### src/rtl/display_scan_pkg.sv
// display_scan_pkg: constants and the BCD-to-7-segment table shared by the
// clock controller and the display scan stage.
package display_scan_pkg;

   localparam int DIGITS = 4;
   localparam int SEG_W  = 8;
   localparam int DP_BIT = 7;

   typedef logic [SEG_W-1:0] seg_t;

   // All segments dark, decimal point included (1 = lit).
   localparam seg_t BLANK_PAT = 8'h00;

   // Segment patterns for digits 0..9: bit0 = a ... bit6 = g, bit7 = dp.
   localparam seg_t SEG_TABLE [0:9] = '{
      8'h3F, 8'h06, 8'h5B, 8'h4F, 8'h66,
      8'h6D, 8'h7D, 8'h07, 8'h7F, 8'h6F
   };

   // Convert one BCD digit to its segment pattern; non-decimal codes go dark.
   function automatic seg_t bcd_to_seg(input logic [3:0] bcd);
      seg_t pat;
      if (bcd <= 4'd9) begin
         pat = SEG_TABLE[bcd];
      end else begin
         pat = BLANK_PAT;
      end
      return pat;
   endfunction

endpackage

### src/rtl/display_scan_scan_timer.sv
// display_scan_scan_timer (scan_timer): free-running digit-slot timer.
// scan_cnt walks 0..SCAN_DIV-1 inside each slot, dig_idx selects the digit,
// blank marks the dead-time cycles at the start of every slot and
// round_done pulses on the last cycle of digit 3's slot.
module display_scan_scan_timer #(
   parameter  int SCAN_DIV = 4096,
   parameter  int BLANK    = 2,
   localparam int CNT_W    = (SCAN_DIV > 1) ? $clog2(SCAN_DIV) : 1
)(
   input  logic             clk,
   input  logic             reset,
   output logic [CNT_W-1:0] scan_cnt,
   output logic [1:0]       dig_idx,
   output logic             blank,
   output logic             round_done
);

   logic wrap_s;

   // Decode slot wrap, the dead-time window and the end of a full scan round.
   always_comb begin
      wrap_s     = (scan_cnt == CNT_W'(SCAN_DIV - 1));
      blank      = (scan_cnt < CNT_W'(BLANK));
      round_done = wrap_s && (dig_idx == 2'd3);
   end

   // Advance the in-slot counter and step to the next digit on each wrap.
   always_ff @(posedge clk) begin
      if (reset) begin
         scan_cnt <= CNT_W'(0);
         dig_idx  <= 2'd0;
      end else if (wrap_s) begin
         scan_cnt <= CNT_W'(0);
         dig_idx  <= dig_idx + 2'd1;
      end else begin
         scan_cnt <= scan_cnt + CNT_W'(1);
         dig_idx  <= dig_idx;
      end
   end

endmodule

### src/rtl/display_scan.sv
// display_scan: takes 4-byte segment frames from the controller's display
// stream, commits each complete frame atomically to a shadow buffer and
// multiplexes it onto a 4-digit 7-segment display with dead-time blanking.
// Optional feature: define DISPLAY_BLINK_EN to drive digit 1's decimal point
// as a blinking colon instead of taking it from the data.
module display_scan
   import display_scan_pkg::*;
#(
   parameter int SCAN_DIV       = 4096,
   parameter int BLANK          = 2,
   parameter int TIMEOUT        = 65535,
   parameter int SEG_ACTIVE_LOW = 1,
   parameter int DIG_ACTIVE_LOW = 1,
   parameter int BLINK_DIV      = 128
)(
   input  logic              clk,
   input  logic              reset,
   input  logic              control_display_valid,
   input  logic [SEG_W-1:0]  control_display_data,
   output logic              control_display_ready,
   output logic [SEG_W-1:0]  seg,
   output logic [DIGITS-1:0] dig
);

   localparam int CNT_W  = (SCAN_DIV > 1) ? $clog2(SCAN_DIV) : 1;
   localparam int IDLE_W = $clog2(TIMEOUT + 1);

   // XOR masks that turn a "1 = lit/active" value into pin polarity.
   localparam logic [SEG_W-1:0]  SEG_OFF = (SEG_ACTIVE_LOW != 0) ? 8'hFF : 8'h00;
   localparam logic [DIGITS-1:0] DIG_OFF = (DIG_ACTIVE_LOW != 0) ? 4'hF : 4'h0;

   // Write side
   logic [1:0]        wr_ptr_r;
   logic [IDLE_W-1:0] idle_cnt_r;
   logic [SEG_W-1:0]  stage_r  [0:2];
   logic [SEG_W-1:0]  shadow_r [0:DIGITS-1];
   logic              accept_s;
   logic              timeout_s;
   logic              commit_s;
   logic [1:0]        slot_s;

   // Scan side
   logic [CNT_W-1:0]  scan_cnt_s;
   logic [1:0]        dig_idx_s;
   logic              blank_s;
   logic              round_done_s;
   logic [SEG_W-1:0]  disp_r;
   logic [SEG_W-1:0]  disp_next_s;
   logic [SEG_W-1:0]  pattern_s;
   logic [SEG_W-1:0]  seg_next_s;
   logic [DIGITS-1:0] dig_next_s;

   display_scan_scan_timer #(
      .SCAN_DIV (SCAN_DIV),
      .BLANK    (BLANK)
   ) u_scan_timer (
      .clk        (clk),
      .reset      (reset),
      .scan_cnt   (scan_cnt_s),
      .dig_idx    (dig_idx_s),
      .blank      (blank_s),
      .round_done (round_done_s)
   );

   // Decode byte acceptance, partial-frame timeout and the target staging slot.
   // A timeout in the same cycle as a byte discards the partial frame first,
   // so that byte becomes slot 0 of a fresh frame.
   always_comb begin
      accept_s  = control_display_valid && control_display_ready;
      timeout_s = (wr_ptr_r != 2'd0) && (idle_cnt_r == IDLE_W'(TIMEOUT));
      if (timeout_s) begin
         slot_s = 2'd0;
      end else begin
         slot_s = wr_ptr_r;
      end
      commit_s  = accept_s && (slot_s == 2'd3);
   end

   // Frame assembly: staging writes, write pointer and idle counter.
   always_ff @(posedge clk) begin
      if (reset) begin
         wr_ptr_r   <= 2'd0;
         idle_cnt_r <= IDLE_W'(0);
         stage_r[0] <= BLANK_PAT;
         stage_r[1] <= BLANK_PAT;
         stage_r[2] <= BLANK_PAT;
      end else if (accept_s) begin
         wr_ptr_r   <= slot_s + 2'd1;
         idle_cnt_r <= IDLE_W'(0);
         case (slot_s)
            2'd0:    stage_r[0] <= control_display_data;
            2'd1:    stage_r[1] <= control_display_data;
            2'd2:    stage_r[2] <= control_display_data;
            default: stage_r[0] <= stage_r[0]; // slot 3 goes straight to shadow
         endcase
      end else if (timeout_s) begin
         wr_ptr_r   <= 2'd0;
         idle_cnt_r <= IDLE_W'(0);
      end else if (wr_ptr_r != 2'd0) begin
         idle_cnt_r <= idle_cnt_r + IDLE_W'(1);
      end else begin
         idle_cnt_r <= IDLE_W'(0);
      end
   end

   // Shadow buffer: the whole frame lands in one edge when byte 3 arrives.
   always_ff @(posedge clk) begin
      if (reset) begin
         for (int i = 0; i < DIGITS; i++) begin
            shadow_r[i] <= BLANK_PAT;
         end
      end else if (commit_s) begin
         shadow_r[0] <= stage_r[0];
         shadow_r[1] <= stage_r[1];
         shadow_r[2] <= stage_r[2];
         shadow_r[3] <= control_display_data;
      end else begin
         for (int i = 0; i < DIGITS; i++) begin
            shadow_r[i] <= shadow_r[i];
         end
      end
   end

`ifdef DISPLAY_BLINK_EN
   localparam int RND_W = (BLINK_DIV > 1) ? $clog2(BLINK_DIV) : 1;

   logic [RND_W-1:0] round_cnt_r;
   logic             blink_ph_r;

   // Count completed scan rounds and flip the colon phase every BLINK_DIV rounds.
   always_ff @(posedge clk) begin
      if (reset) begin
         round_cnt_r <= RND_W'(0);
         blink_ph_r  <= 1'b0;
      end else if (round_done_s) begin
         if (round_cnt_r == RND_W'(BLINK_DIV - 1)) begin
            round_cnt_r <= RND_W'(0);
            blink_ph_r  <= ~blink_ph_r;
         end else begin
            round_cnt_r <= round_cnt_r + RND_W'(1);
            blink_ph_r  <= blink_ph_r;
         end
      end else begin
         round_cnt_r <= round_cnt_r;
         blink_ph_r  <= blink_ph_r;
      end
   end
`else
   logic blink_unused_s;
   assign blink_unused_s = round_done_s & (BLINK_DIV > 0);
`endif

   // Pick the pattern for the current slot and build the next pin values.
   // disp_r reloads at the slot start, so a commit never alters a digit mid-slot.
   always_comb begin
      if (scan_cnt_s == CNT_W'(0)) begin
         disp_next_s = shadow_r[dig_idx_s];
      end else begin
         disp_next_s = disp_r;
      end
      pattern_s = disp_next_s;
`ifdef DISPLAY_BLINK_EN
      if (dig_idx_s == 2'd1) begin
         pattern_s[DP_BIT] = blink_ph_r;
      end else begin
         pattern_s[DP_BIT] = disp_next_s[DP_BIT];
      end
`endif
      if (blank_s) begin
         seg_next_s = BLANK_PAT;
         dig_next_s = 4'b0000;
      end else begin
         seg_next_s = pattern_s;
         dig_next_s = 4'b0001 << dig_idx_s;
      end
   end

   // Registered pin drive with polarity applied, plus the ready flag.
   always_ff @(posedge clk) begin
      if (reset) begin
         seg                   <= SEG_OFF;
         dig                   <= DIG_OFF;
         disp_r                <= BLANK_PAT;
         control_display_ready <= 1'b0;
      end else begin
         seg                   <= seg_next_s ^ SEG_OFF;
         dig                   <= dig_next_s ^ DIG_OFF;
         disp_r                <= disp_next_s;
         control_display_ready <= 1'b1;
      end
   end

endmodule
### config.mk
export PLATFORM = sky130hd
export DESIGN_NAME = display_scan
export DESIGN_NICKNAME = d
export VERILOG_FILES = /design/src/rtl/display_scan_pkg.sv /design/src/rtl/display_scan_scan_timer.sv /design/src/rtl/display_scan.sv
export SDC_FILE = /design/constraint.sdc
export NUM_CORES = 1
export LEC_CHECK = 0
export ABC_AREA = 0
export CAP_MARGIN = 15
export CORE_ASPECT_RATIO = 1.75
export CORE_MARGIN = 2
export CORE_UTILIZATION = 59
export CTS_CLUSTER_DIAMETER = 60
export DETAILED_ROUTE_END_ITERATION = 10
export HOLD_SLACK_MARGIN = 0.15
export PLACE_DENSITY = 0.88
export SYNTH_ARGS = -nofsm -noshare
export SYNTH_HDL_FRONTEND = slang
export SYNTH_SLANG_ARGS = --single-unit
### constraint.sdc
create_clock -name clk -period 5.5 [get_ports clk]
set_clock_uncertainty 0.05 [all_clocks]
set_input_delay 1.1 -clock clk [delete_from_list [all_inputs] [get_ports clk]]
set_output_delay 1.1 -clock clk [all_outputs]
set_load 0.05 [all_outputs]
Word level (Yosys, flattened, before mapping)
Memories as Yosys holds them, arrays and structs flattened. A register that Yosys moved wholly into a read port is not among the register bits.
Cells that the tools add are included.
{ "op_classes": {"muxes": 44, "shift": 1, "n_eq_ne": 6, "n_reduce_logical": 10, "mul": 0, "bitwise": 15, "n_div": 0, "order_cmp": 1, "add_sub_neg": 4} }
{ "ops": {"columns": ["op", "count"], "rows": [
  ["two-way mux 8 bit", 14],
  ["two-way mux 1 bit", 25],
  ["adder 16 x 1 -> 16 bit, second input constant", 1],
  ["equality test 16 bit, second input constant", 1],
  ["adder 12 x 1 -> 12 bit, second input constant", 1],
  ["equality test 12 bit, second input constant", 1],
  ["zero test 12 bit", 1],
  ["less-than comparator 12 x 2 -> 1 bit, second input constant", 1],
  ["OR 1 bit", 12],
  ["two-way mux 2 bit", 4],
  ["NOT 8 bit", 1],
  ["adder 2 x 1 -> 2 bit, second input constant", 2],
  ["equality test 2 bit, second input constant", 2],
  ["two-way mux 4 bit", 1],
  ["NOT 4 bit", 1],
  ["OR reduction 4 bit", 1],
  ["<< shifter 1 x 2 -> 4 bit, first input constant", 1],
  ["logical AND 1 bit", 3],
  ["OR reduction 3 bit", 1],
  ["equality test 2 x 1 -> 1 bit, second input constant", 1],
  ["zero test 2 bit", 1],
  ["AND reduction 2 bit", 1],
  ["nonzero test 2 bit", 1],
  ["OR reduction 2 bit", 1],
  ["2 further kinds", 2]
]} }
{ "word_totals": {"n_memories": 2, "ram_bits": 56, "inputBits": 11, "output_inout_bits": 13, "latchBits": 0, "romBits": 0, "word_cells": 91, "ff_bits": 53} }
{ "memory_table": {"columns": ["memory", "words", "width", "read_ports", "rd_clocked_by_memory_dff", "write_ports", "line_no", "source"], "rows": [
  ["shadow_r", 4, 8, 1, 1, 4, "display_scan.sv:36", "logic [SEG_W-1:0] shadow_r [0:DIGITS-1];"],
  ["stage_r", 3, 8, 3, 0, 3, "display_scan.sv:35", "logic [SEG_W-1:0] stage_r [0:2];"]
]} }

Longest topological paths before layout
Gate-level depths: netlist (run 1).
{ "logic_depth": {"word_depth": 10, "ltp_mapped": 11} }

By module
A second synthesis (run 1) with hierarchy kept.
{ "hier_totals": {"cells_unflattened": 345, "hier_area_um2": 4453.0} }
{ "by_module_without_submodules": {"columns": ["module", "seq_area_each_um2", "n_inst", "area_per_inst_um2", "cells_each"], "rows": [
  ["display_scan", 2462.4, 1, 3753.6, 271],
  ["display_scan_scan_timer", 280.3, 1, 699.4, 74]
]} }

Least setup slack after synthesis (run 1)
OpenSTA, ideal clock, no wires.
{ "synth_timing": {"kind": "input -> register", "start": "input port control_display_valid", "end": "memory shadow_r[0][0] (enable)", "setup_ps": 466, "required_time_ps": 4984, "arrival_time_ps": 3545, "path_slack_ps": 1440, "stages": 2, "path_cell_list": "nand2_1 o21ai_0"} }
{ "synth_lines": {"columns": ["item", "line_no", "source"], "rows": [
  ["from (decl)", "display_scan.sv:18", "input logic control_display_valid,"],
  ["to (decl)", "display_scan.sv:36", null]
]} }

==> out/metrics.yaml, run 1 <==
floorplan:
  num_rows: 41
  pin_count: 24
  die_h_um: 118.0
  die_x_um: 69.12
  core_area_um2: 7182
  start_util: 0.6096
  die_area_um2: 8152
grt:
  grt_max_degree: 33
  grt_overflow: 0
  antenna_found_initial: 0
  track_usage: 0.1836
  grt_pass1_wl_mm: 11.74
  grt_pass1_vias: 2630
layout:
  final_cell_mix: "edfxtp_1 (56), dfxtp_1 (55), nor2_1 (44), and2_1 (42), clkdlybuf4s50_1 (23)"
  area_growth_pct: 15.55
  nNetsFinal: 399
  final_common_cell: "edfxtp_1"
  fin_area_um2: 5059
  antennaDiodeCount: 0
  drive_gt1_frac: 0.08377
  fillers: 485
yosys:
  synth.cell_area_um2: 4378
  yosys.area_share.xor_xnor: 0.04801
  syn-num-nets: 374
  synth_seq_cells: 111
  synth.area.mux_share: 0.06173
  ys_types: 31
  ys_seq_area_frac: 0.6356
  synth_area_per_cell_um2: 12.44
  synthCells: 352
  synth_simple_gate_area_frac: 0.1821
  ys.warnings.count: 0
  synth_compound_area_frac: 0.01658
  synth_top_family_by_area: "simple AND/OR/NAND/NOR gates"
  yosys.area_share.adder: 0.03144
place:
  io_buffers: 23
  postPlaceCellArea_um2: 4681
  gp_congestion: 0.7657
  hpwl_mm: 4.812
worst_setup_path:
  rrSetupSlack_ps: 2550
  cp_max_fo: 32
  worstPathRequired_ps: 5450
  critical_path.top_delay_family: "buffers and inverters"
  crit_slowest_cell: "clkdlybuf4s50_1"
  crit_buf_inv: 3
  worstPathArrival_ps: 3020
  cp_cell_sequence: "clkdlybuf4s50_1, inv_1, o21ai_2, buf_4"
  crit_path_start_kind: "input port"
  crit_type: "in2reg"
  setup.worst_path.end_class: "flop"
  slowest_delay_ps: 1080
timing:
  fin_crit_ps: 3068
  worstMarginPinSlew_ps: 1048
  setup_violations: 0
  hold_violations: 0
  rsz0062_at_grt: "false"
  final_max_slew_viol_count: 0
  relSlewSlack: 0.2919
  fin_crit_sh: 0.5578
  max_freq_mhz: 326.0
  timing.setup.tns_ps: 0
power_and_ir_drop:
  powerDensity_nw_per_um2: 344.4
  power_leakage_nw: 1.832
  finalPower_mw: 1.742
  ir_drop_mv: 0.2295
route:
  maxUsedRoutingLayer: "met4"
  num_vias: 2550
  final_antenna_net_count: 0
  remaining_drc_errors: 0
  wl_met2_mm: 4.048
  dr.pass1.iters: 4
  routed_wl_mm: 6.947
  met3_length_um: 251
  post_drt_via_cell_ratio: 5.449
  wl_per_cell_um: 14.84
  drt_iter0_markers: 121
  m1WireLength_mm: 2.524
cts:
  insertion_delay_ps: 340
  cts.sinks: 111
  clk_pin_slew_ps: 60
  clockRootBuffer: "clkbuf_16"
  htreeDepth: 3
  cts_setup_buffers: 0
  clock_path_buffers: 2
  hold_buffers: 0
  cts_tree: "built"
  cts_inserted_buffers: 9
  cts_resized: 0
status:
  status: "finished clean"
run:
  maxCapViolations: 0
hold_path:
  hp-class: "reg2reg"
## stage by stage
step                hold slack (ps)    util  std cells  setup WS, ps
global placement              389.4  0.6517        451          2016
CTS                           427.0  0.7028        467          2266
global route                  442.1  0.7044        468          2280
finish                        419.5  0.7044        468          2432
floorplan                     379.4       -        352          1440
detailed placement            411.5  0.6517        451          1905
## final timing paths
| path | depth (start not counted) | endpoint | from |
|---|---|---|---|
| worst max-delay path | 4 | shadow_r[2][3]$_SDFFCE_PN0P_ | reset |
| worst min-delay path | 1 | idle_cnt_r[0]$_SDFF_PP0_ | idle_cnt_r[0]$_SDFF_PP0_ |
| worst max register to register | 8 | stage_r[0][4]$_DFFE_PP_ | idle_cnt_r[0]$_SDFF_PP0_ |
| worst min register to register | 1 | idle_cnt_r[0]$_SDFF_PP0_ | idle_cnt_r[0]$_SDFF_PP0_ |
## cell families (layout without fill, tap and decap cells)
group,after synthesis,after routing
multiplexers,17,17
adder cells (fa/ha/maj),11,11
AND/OR/NAND/NOR,154,154
buffers and inverters,26,56
flip-flops,111,111
XOR/XNOR,24,24
AO/OA/AOI/OAI,9,9
## worst register-to-register path, stage by stage, from the launching register on
cell and delay [ps]:
dfxtp_1 370, ha_1 250, nand3_1 130, or4_1 650, nand2_1 180, ha_1 200
nor3_1 60, nor3_1 640, and2_1 280
## synth_stat cells
library cell	instances	area share
a211o_1	1	0.0020
a21o_1	1	0.0017
a21oi_1	3	0.0034
a31o_2	1	0.0020
a41oi_1	1	0.0020
and2_1	42	0.060
and3_1	2	0.0029
buf_1	1	0.00086
buf_2	2	0.0023
buf_6	1	0.0026
clkbuf_1	7	0.0060
dfxtp_1	55	0.25
edfxtp_1	56	0.38
ha_1	11	0.031
inv_1	15	0.013
mux2i_1	9	0.021
mux4_2	8	0.041
nand2_1	19	0.016
nand2b_1	8	0.011
nand3_1	9	0.010
nand4_1	8	0.011
nand4_2	2	0.0057
nor2_1	44	0.038
nor3_1	10	0.011
nor4_1	7	0.010
o21ai_0	1	0.0011
o21bai_4	1	0.0043
or3_1	1	0.0014
or4_1	2	0.0034
xnor2_1	19	0.038
xor2_1	5	0.010
## power breakdown
group | internal, mW | switching (mW)
sequential | 0.896 | 0.00964
combinational | 0.0318 | 0.0503
clock | 0.470 | 0.284
## state kept, by name, summed over array words and instances, names as in the netlist, named ones only
name / flops
u_scan_timer.dig_idx: 2
dig: 4
control_display_ready: 1
seg: 8
u_scan_timer.scan_cnt: 12
wr_ptr_r: 2
stage_r: 24
idle_cnt_r: 16
disp_r: 8
shadow_r: 32
## metal layers
layer,track usage,up-vias
met1,0.1787,1215
met5,0,-
met2,0.3552,59
li1,-,1267
met4,0.07475,0
met3,0.04623,9
## area by class of cell
class / instances / area [µm²] / area share
Inverter: 15 / 56.30 / 0.01113
Clock inverter: 4 / 77.57 / 0.01534
Multi-Input combinational cell: 215 / 1496 / 0.2958
Timing Repair Buffer: 25 / 249.0 / 0.04922
Sequential cell: 111 / 2783 / 0.5501
Clock buffer: 12 / 289.0 / 0.05714
Tap cell: 86 / 107.6 / 0.02127
No activity file was read; power rests on OpenSTA's default activity.
==> run 2, diff against run 1 <==
- clock period: 5.5 -> 3.2 ns (I/O delays scaled with it)
==> out/metrics.yaml, run 2 (same netlist as run 1, synthesis figures left out) <==
status:
  status: "finished clean"
layout:
  nNetsFinal: 402  # +0.75%
  largest_register: "shadow_r"
  reg_top3: "shadow_r x32, stage_r x24, idle_cnt_r x16"
  antennaDiodeCount: 0  # unchanged
  final_common_cell: "edfxtp_1"
  largest_reg_flops: 32  # unchanged
  area_growth_pct: 13.95
  fin_util: 0.6946  # -0.009756
  final_cell_mix: "edfxtp_1 (56), dfxtp_1 (55), nor2_1 (44), and2_1 (42), clkdlybuf4s50_1 (23)"
  drive_gt1_frac: 0.08312  # -0.0006528
hold_path:
  hold_start: "idle_cnt_r[0]$_SDFF_PP0_"
  whs_endpoint: "idle_cnt_r[0]$_SDFF_PP0_"
  hp-class: "reg2reg"
  whs_path_depth: 1  # unchanged
route:
  post_drt_via_cell_ratio: 5.386  # -1.1%
  met3_length_um: 169  # -33%
  final_antenna_net_count: 0  # unchanged
  routed_wl_mm: 6.922  # -0.36%
  maxUsedRoutingLayer: "met4"
  num_vias: 2537  # -0.51%
  m1WireLength_mm: 2.442  # -3.2%
  remaining_drc_errors: 0  # unchanged
  wl_per_cell_um: 14.70  # -0.99%
  drt_iter0_markers: 163  # +35%
  wl_met2_mm: 4.087  # +0.96%
  dr.pass1.iters: 4  # unchanged
timing:
  worstMarginPinSlew_ps: 553.8  # -494.6 ps
  hold_violations: 0  # unchanged
  fin_crit_sh: 0.8575
  timing.setup.tns_ps: 0  # unchanged
  rsz0062_at_grt: "false"
  max_freq_mhz: 364.5
  whs_ps: 411.0  # -8.463 ps
  final_max_slew_viol_count: 0  # unchanged
  setup_violations: 0  # unchanged
  fin_crit_ps: 2744
  relSlewSlack: 0.6303  # +0.3384
floorplan:
  num_rows: 41  # unchanged
  pin_count: 24  # unchanged
  die_area_um2: 8152  # unchanged
  core_area_um2: 7182  # unchanged
  start_util: 0.6096  # unchanged
  die_h_um: 118.0  # unchanged
  die_x_um: 69.12  # unchanged
grt:
  grt_overflow: 0  # unchanged
  grt_pass1_wl_mm: 11.79  # +0.42%
  antenna_found_initial: 0  # unchanged
  grt_max_degree: 33  # unchanged
  track_usage: 0.1872  # +0.003643
  grt_pass1_vias: 2631  # +0.038%
worst_setup_path:
  worstPathArrival_ps: 2780  # -240 ps
  cp_max_fo: 8  # -75%
  regToRegEndpoint: "stage_r[2][1]$_DFFE_PP_"
  r2r-start: "idle_cnt_r[0]$_SDFF_PP0_"
  crit_path_start_kind: "flop"
  worstPathRequired_ps: 3230  # -2220 ps
  r2r_cells: 10  # +2
  crit_type: "reg2reg"
  rrSetupSlack_ps: 460  # -2090 ps
  setup.worst_path.end_class: "flop"
cts:
  cts_setup_buffers: 0  # unchanged
  cts.sinks: 111  # unchanged
  insertion_delay_ps: 350  # about the same
  cts_resized: 0  # unchanged
  hold_buffers: 0  # unchanged
  clock_path_buffers: 2  # unchanged
  clockRootBuffer: "clkbuf_16"
  htreeDepth: 3  # unchanged
  clk_pin_slew_ps: 70  # about the same
  cts_inserted_buffers: 9  # unchanged
  cts_tree: "built"
power_and_ir_drop:
  seq_power_share: 0.570  # +0.050
  ir_drop_mv: 0.3668  # +60%
  p_comb_frac: 0.053  # +0.006
  internal-power_mw: 2.166  # +55%
  power_leakage_nw: 1.804  # -1.5%
  switchingPower_uw: 561.7  # +63%
  powerDensity_nw_per_um2: 546.8  # +59%
  clock_power_share: 0.377  # -0.056
  sw_frac_of_total: 0.2059  # +0.008251
run:
  maxCapViolations: 0  # unchanged
place:
  io_buffers: 23  # unchanged
  hpwl_mm: 5.071  # +5.4%
  gp_congestion: 0.8227  # +7.4%
==> run 2: changes by cell type in the layout (fill, tap and decap cells not counted), moves of 2 or more <==
| cell | delta |
|---|---|
| buf_4 | +4 |
| bufinv_16 | -2 |
| clkbuf_1 | +2 |
| clkbuf_16 | -2 |
| inv_6 | -2 |
==> run 2: critical path, cell delays in order, from the launching register on <==
cell and delay [ps]:
dfxtp_1 370, ha_1 240, nand3_1 110, or4_1 620
nand2_1 170, inv_1 90, ha_1 220, nor3_1 180
nor3_1 70, buf_4 180, and2_1 180
==> run 2: layout make-up <==
type                            count  area, µm²
Timing Repair Buffer               28      267.8
Inverter                           15      56.30
Multi-Input combinational cell    215       1496
Clock buffer                       13      260.3
Tap cell                           86      107.6
Sequential cell                   111       2783
Clock inverter                      3      17.52
Fill cell                         516       2193
==> run 2: routing by layer <==
| metal | vias to the layer above | global-route usage |
|---|---|---|
| met5 | - | 0 |
| li1 | 1264 | - |
| met4 | 0 | 0.1091 |
| met1 | 1212 | 0.1741 |
| met2 | 46 | 0.3636 |
| met3 | 15 | 0.03425 |
==> run 2: power by group through the flow <==
| stage | clock network [mW] | registers [mW] | logic [mW] |
|---|---|---|---|
| finish | 1.03 | 1.56 | 0.144 |
| global route | 1.09 | 1.56 | 0.156 |
| CTS | 1.04 | 1.56 | 0.145 |
| detailed placement | 0 | 1.59 | 0.144 |
| global placement | 0 | 1.58 | 0.140 |
| floorplan | 0 | 1.60 | 0.0772 |
==> run 2: worst max path at each step <==
stage	startpoint	to	slack, ps	cells past startpoint
floorplan	idle_cnt_r[0]$_SDFF_PP0_	shadow_r[0][0]$_SDFFCE_PN0P_	9	9
global placement	idle_cnt_r[0]$_SDFF_PP0_	stage_r[0][7]$_DFFE_PP_	590	10
detailed placement	idle_cnt_r[0]$_SDFF_PP0_	stage_r[1][6]$_DFFE_PP_	490	10
CTS	idle_cnt_r[0]$_SDFF_PP0_	stage_r[2][1]$_DFFE_PP_	460	10
global route	idle_cnt_r[0]$_SDFF_PP0_	stage_r[1][1]$_DFFE_PP_	280	10
finish	idle_cnt_r[0]$_SDFF_PP0_	stage_r[2][1]$_DFFE_PP_	460	10
==> run 2: through the flow <==
stage | area (µm²) | power (mW) | setup WS, ps | instances
floorplan | 4378 | 1.679 | 9.455 | 352
global placement | 4711 | 1.724 | 586.1 | 455
detailed placement | 4711 | 1.731 | 488.1 | 455
CTS | 4989 | 2.745 | 462.2 | 471
global route | 4989 | 2.807 | 275.9 | 471
finish | 4989 | 2.728 | 456.2 | 471
==> run 3, diff against run 2 <==
- SYNTH_HIERARCHICAL: default -> 1
==> out/metrics.yaml, run 3 <==
power_and_ir_drop:
  ir_drop_mv: 0.3528  # -3.8%
  power_leakage_nw: 1.865  # +3.4%
  powerDensity_nw_per_um2: 558.1  # +2.1%
  finalPower_mw: 2.829  # +3.7%
worst_setup_path:
  worstPathArrival_ps: 2650  # -130 ps
  startpoint: "idle_cnt_r[0]$_SDFF_PP0_"
  worstPathRequired_ps: 3240  # about the same
  cp_max_fo: 8  # unchanged
  r2r_cells: 10  # unchanged
  crit_type: "reg2reg"
  crit_end: "stage_r[2][3]$_DFFE_PP_"
  regToRegEndpoint: "stage_r[2][3]$_DFFE_PP_"
  rrSetupSlack_ps: 590  # +130 ps
  crit_path_start_kind: "flop"
  r2r-start: "idle_cnt_r[0]$_SDFF_PP0_"
  setup.worst_path.end_class: "flop"
cts:
  clock_path_buffers: 2  # unchanged
  cts_inserted_buffers: 9  # unchanged
  htreeDepth: 3  # unchanged
  clk_pin_slew_ps: 70  # about the same
  hold_buffers: 0  # unchanged
  cts_tree: "built"
  cts_setup_buffers: 0  # unchanged
  cts.sinks: 109  # -1.8%
  clockRootBuffer: "clkbuf_16"
  cts_resized: 0  # unchanged
  insertion_delay_ps: 350  # about the same
layout:
  antennaDiodeCount: 0  # unchanged
  area_growth_pct: 13.98  # about the same
  fin_cells: 463  # -1.7%
  nNetsFinal: 390  # -3.0%
  fin_util: 0.6958  # +0.001210
  final_cell_mix: "edfxtp_1 (56), dfxtp_1 (53), and2_1 (42), nor2_1 (34), clkdlybuf4s50_1 (23)"
  fillers: 501  # -2.9%
  seq_area_um2: 2743  # -1.4%
  multiInputGateArea_um2: 1619  # +8.2%
  largest_register: "shadow_r"
  reg_top3: "shadow_r x32, stage_r x24, idle_cnt_r x16"
  largest_reg_flops: 32  # unchanged
  final_common_cell: "edfxtp_1"
  drive_gt1_frac: 0.1247  # +0.04155
hold_path:
  hp-class: "reg2reg"
yosys:
  synthCells: 344  # -2.3%
  synth.cell_area_um2: 4447  # +1.6%
  syn-num-nets: 362  # -3.2%
  synth_area_per_cell_um2: 12.93  # +3.9%
  ys.warnings.count: 6  # +6
route:
  num_vias: 2624  # +3.4%
  drt_iter0_markers: 183  # +12%
  remaining_drc_errors: 0  # unchanged
  wl_per_cell_um: 16.52  # +12%
  dr.pass1.iters: 4  # unchanged
  final_antenna_net_count: 0  # unchanged
  post_drt_via_cell_ratio: 5.667  # +5.2%
  routed_wl_mm: 7.651  # +11%
status:
  status: "finished clean"
place:
  hpwl_mm: 5.258  # +3.7%
  io_buffers: 23  # unchanged
  gp_congestion: 0.8652  # +5.2%
  dp.cells: 447  # -1.8%
timing:
  worstMarginPinSlew_ps: 735.4  # +181.6 ps
  setup_violations: 0  # unchanged
  relSlewSlack: 0.5091  # -0.1212
  fin_crit_sh: 0.8158  # -0.04165
  whs_ps: 425.4  # +14.36 ps
  final_max_slew_viol_count: 0  # unchanged
  rsz0062_at_grt: "false"
  hold_violations: 0  # unchanged
  fin_crit_ps: 2611  # -133.3 ps
  timing.setup.tns_ps: 0  # unchanged
  max_freq_mhz: 383.1  # +5.1%
grt:
  grt_pass1_wl_mm: 13.22  # +12%
  track_usage: 0.2044  # +0.01719
  grt_pass1_vias: 2723  # +3.5%
  antenna_found_initial: 0  # unchanged
  grt_max_degree: 33  # unchanged
  grt_overflow: 0  # unchanged
run:
  maxCapViolations: 0  # unchanged
floorplan:
  die_area_um2: 8275  # +1.5%
  num_rows: 41  # unchanged
  start_util: 0.6104  # +0.0008613
  die_x_um: 69.63  # +0.74%
  die_h_um: 118.8  # +0.75%
  pin_count: 24  # unchanged
  core_area_um2: 7284  # +1.4%
run 3: cell count changes in the layout (fill, tap and decap cells not counted), moves of 4 or more:
cell,before,now
ha_1,11,7
inv_1,15,10
nand2_1,19,14
nand4_1,8,4
nor2_1,44,34
nor3_1,9,3
o31ai_1,0,4
xnor2_1,19,11
run 3: worst min-delay path by stage:
| stage | from | to | slack (ps) | depth (start not counted) |
|---|---|---|---|---|
| 2_1_floorplan | u_scan_timer/scan_cnt[0]$_SDFF_PP0_ | u_scan_timer/scan_cnt[0]$_SDFF_PP0_ | 390 | 1 |
| 3_3_place_gp | u_scan_timer/scan_cnt[0]$_SDFF_PP0_ | u_scan_timer/scan_cnt[0]$_SDFF_PP0_ | 410 | 1 |
| 3_5_place_dp | u_scan_timer/scan_cnt[0]$_SDFF_PP0_ | u_scan_timer/scan_cnt[0]$_SDFF_PP0_ | 420 | 1 |
| 4_1_cts | u_scan_timer/scan_cnt[0]$_SDFF_PP0_ | u_scan_timer/scan_cnt[0]$_SDFF_PP0_ | 430 | 1 |
| 5_1_grt | u_scan_timer/scan_cnt[0]$_SDFF_PP0_ | u_scan_timer/scan_cnt[0]$_SDFF_PP0_ | 470 | 1 |
| 6_report | u_scan_timer/scan_cnt[0]$_SDFF_PP0_ | u_scan_timer/scan_cnt[0]$_SDFF_PP0_ | 430 | 1 |
run 3: power breakdown:
| part | switching, mW | leakage [nW] | internal, mW |
|---|---|---|---|
| registers | 0.0247 | 1.01 | 1.52 |
| logic | 0.118 | 0.710 | 0.0742 |
| clock network | 0.488 | 0.144 | 0.600 |
run 3: stage by stage:
stage                     instance area (µm²)  setup WS, ps
after floorplan                          4447         17.84
after global placement                   4771         792.6
after detailed placement                 4771         667.9
after CTS                                5069         544.8
after global routing                     5069         353.7
final                                    5069         589.4
run 3: final cells by class:
type	count	area share
inverter	11	0.008146
clock inverter	4	0.005924
tap	86	0.02123
sequential	109	0.5411
clock buffer	12	0.05283
multi-input combinational	214	0.3194
timing repair buffer	27	0.05135
run 3: metal layers:
layer / vias to the layer above / GRT usage / wire, µm
met1: 1273 / 0.2239 / 2960
met5: - / 0 / 0
met2: 43 / 0.3750 / 4320
met4: 0 / 0.09976 / 184
met3: 13 / 0.03553 / 185
li1: 1295 / - / -
run 3: critical path, cell delays in order (launching register included):
cell and delay, ps:
dfxtp_1 420, ha_1 300, nand3_1 180, nor4_1 310
nand2b_1 240, inv_1 80, ha_1 200, nor3_1 180
nor3_1 60, buf_4 170, and2_1 180
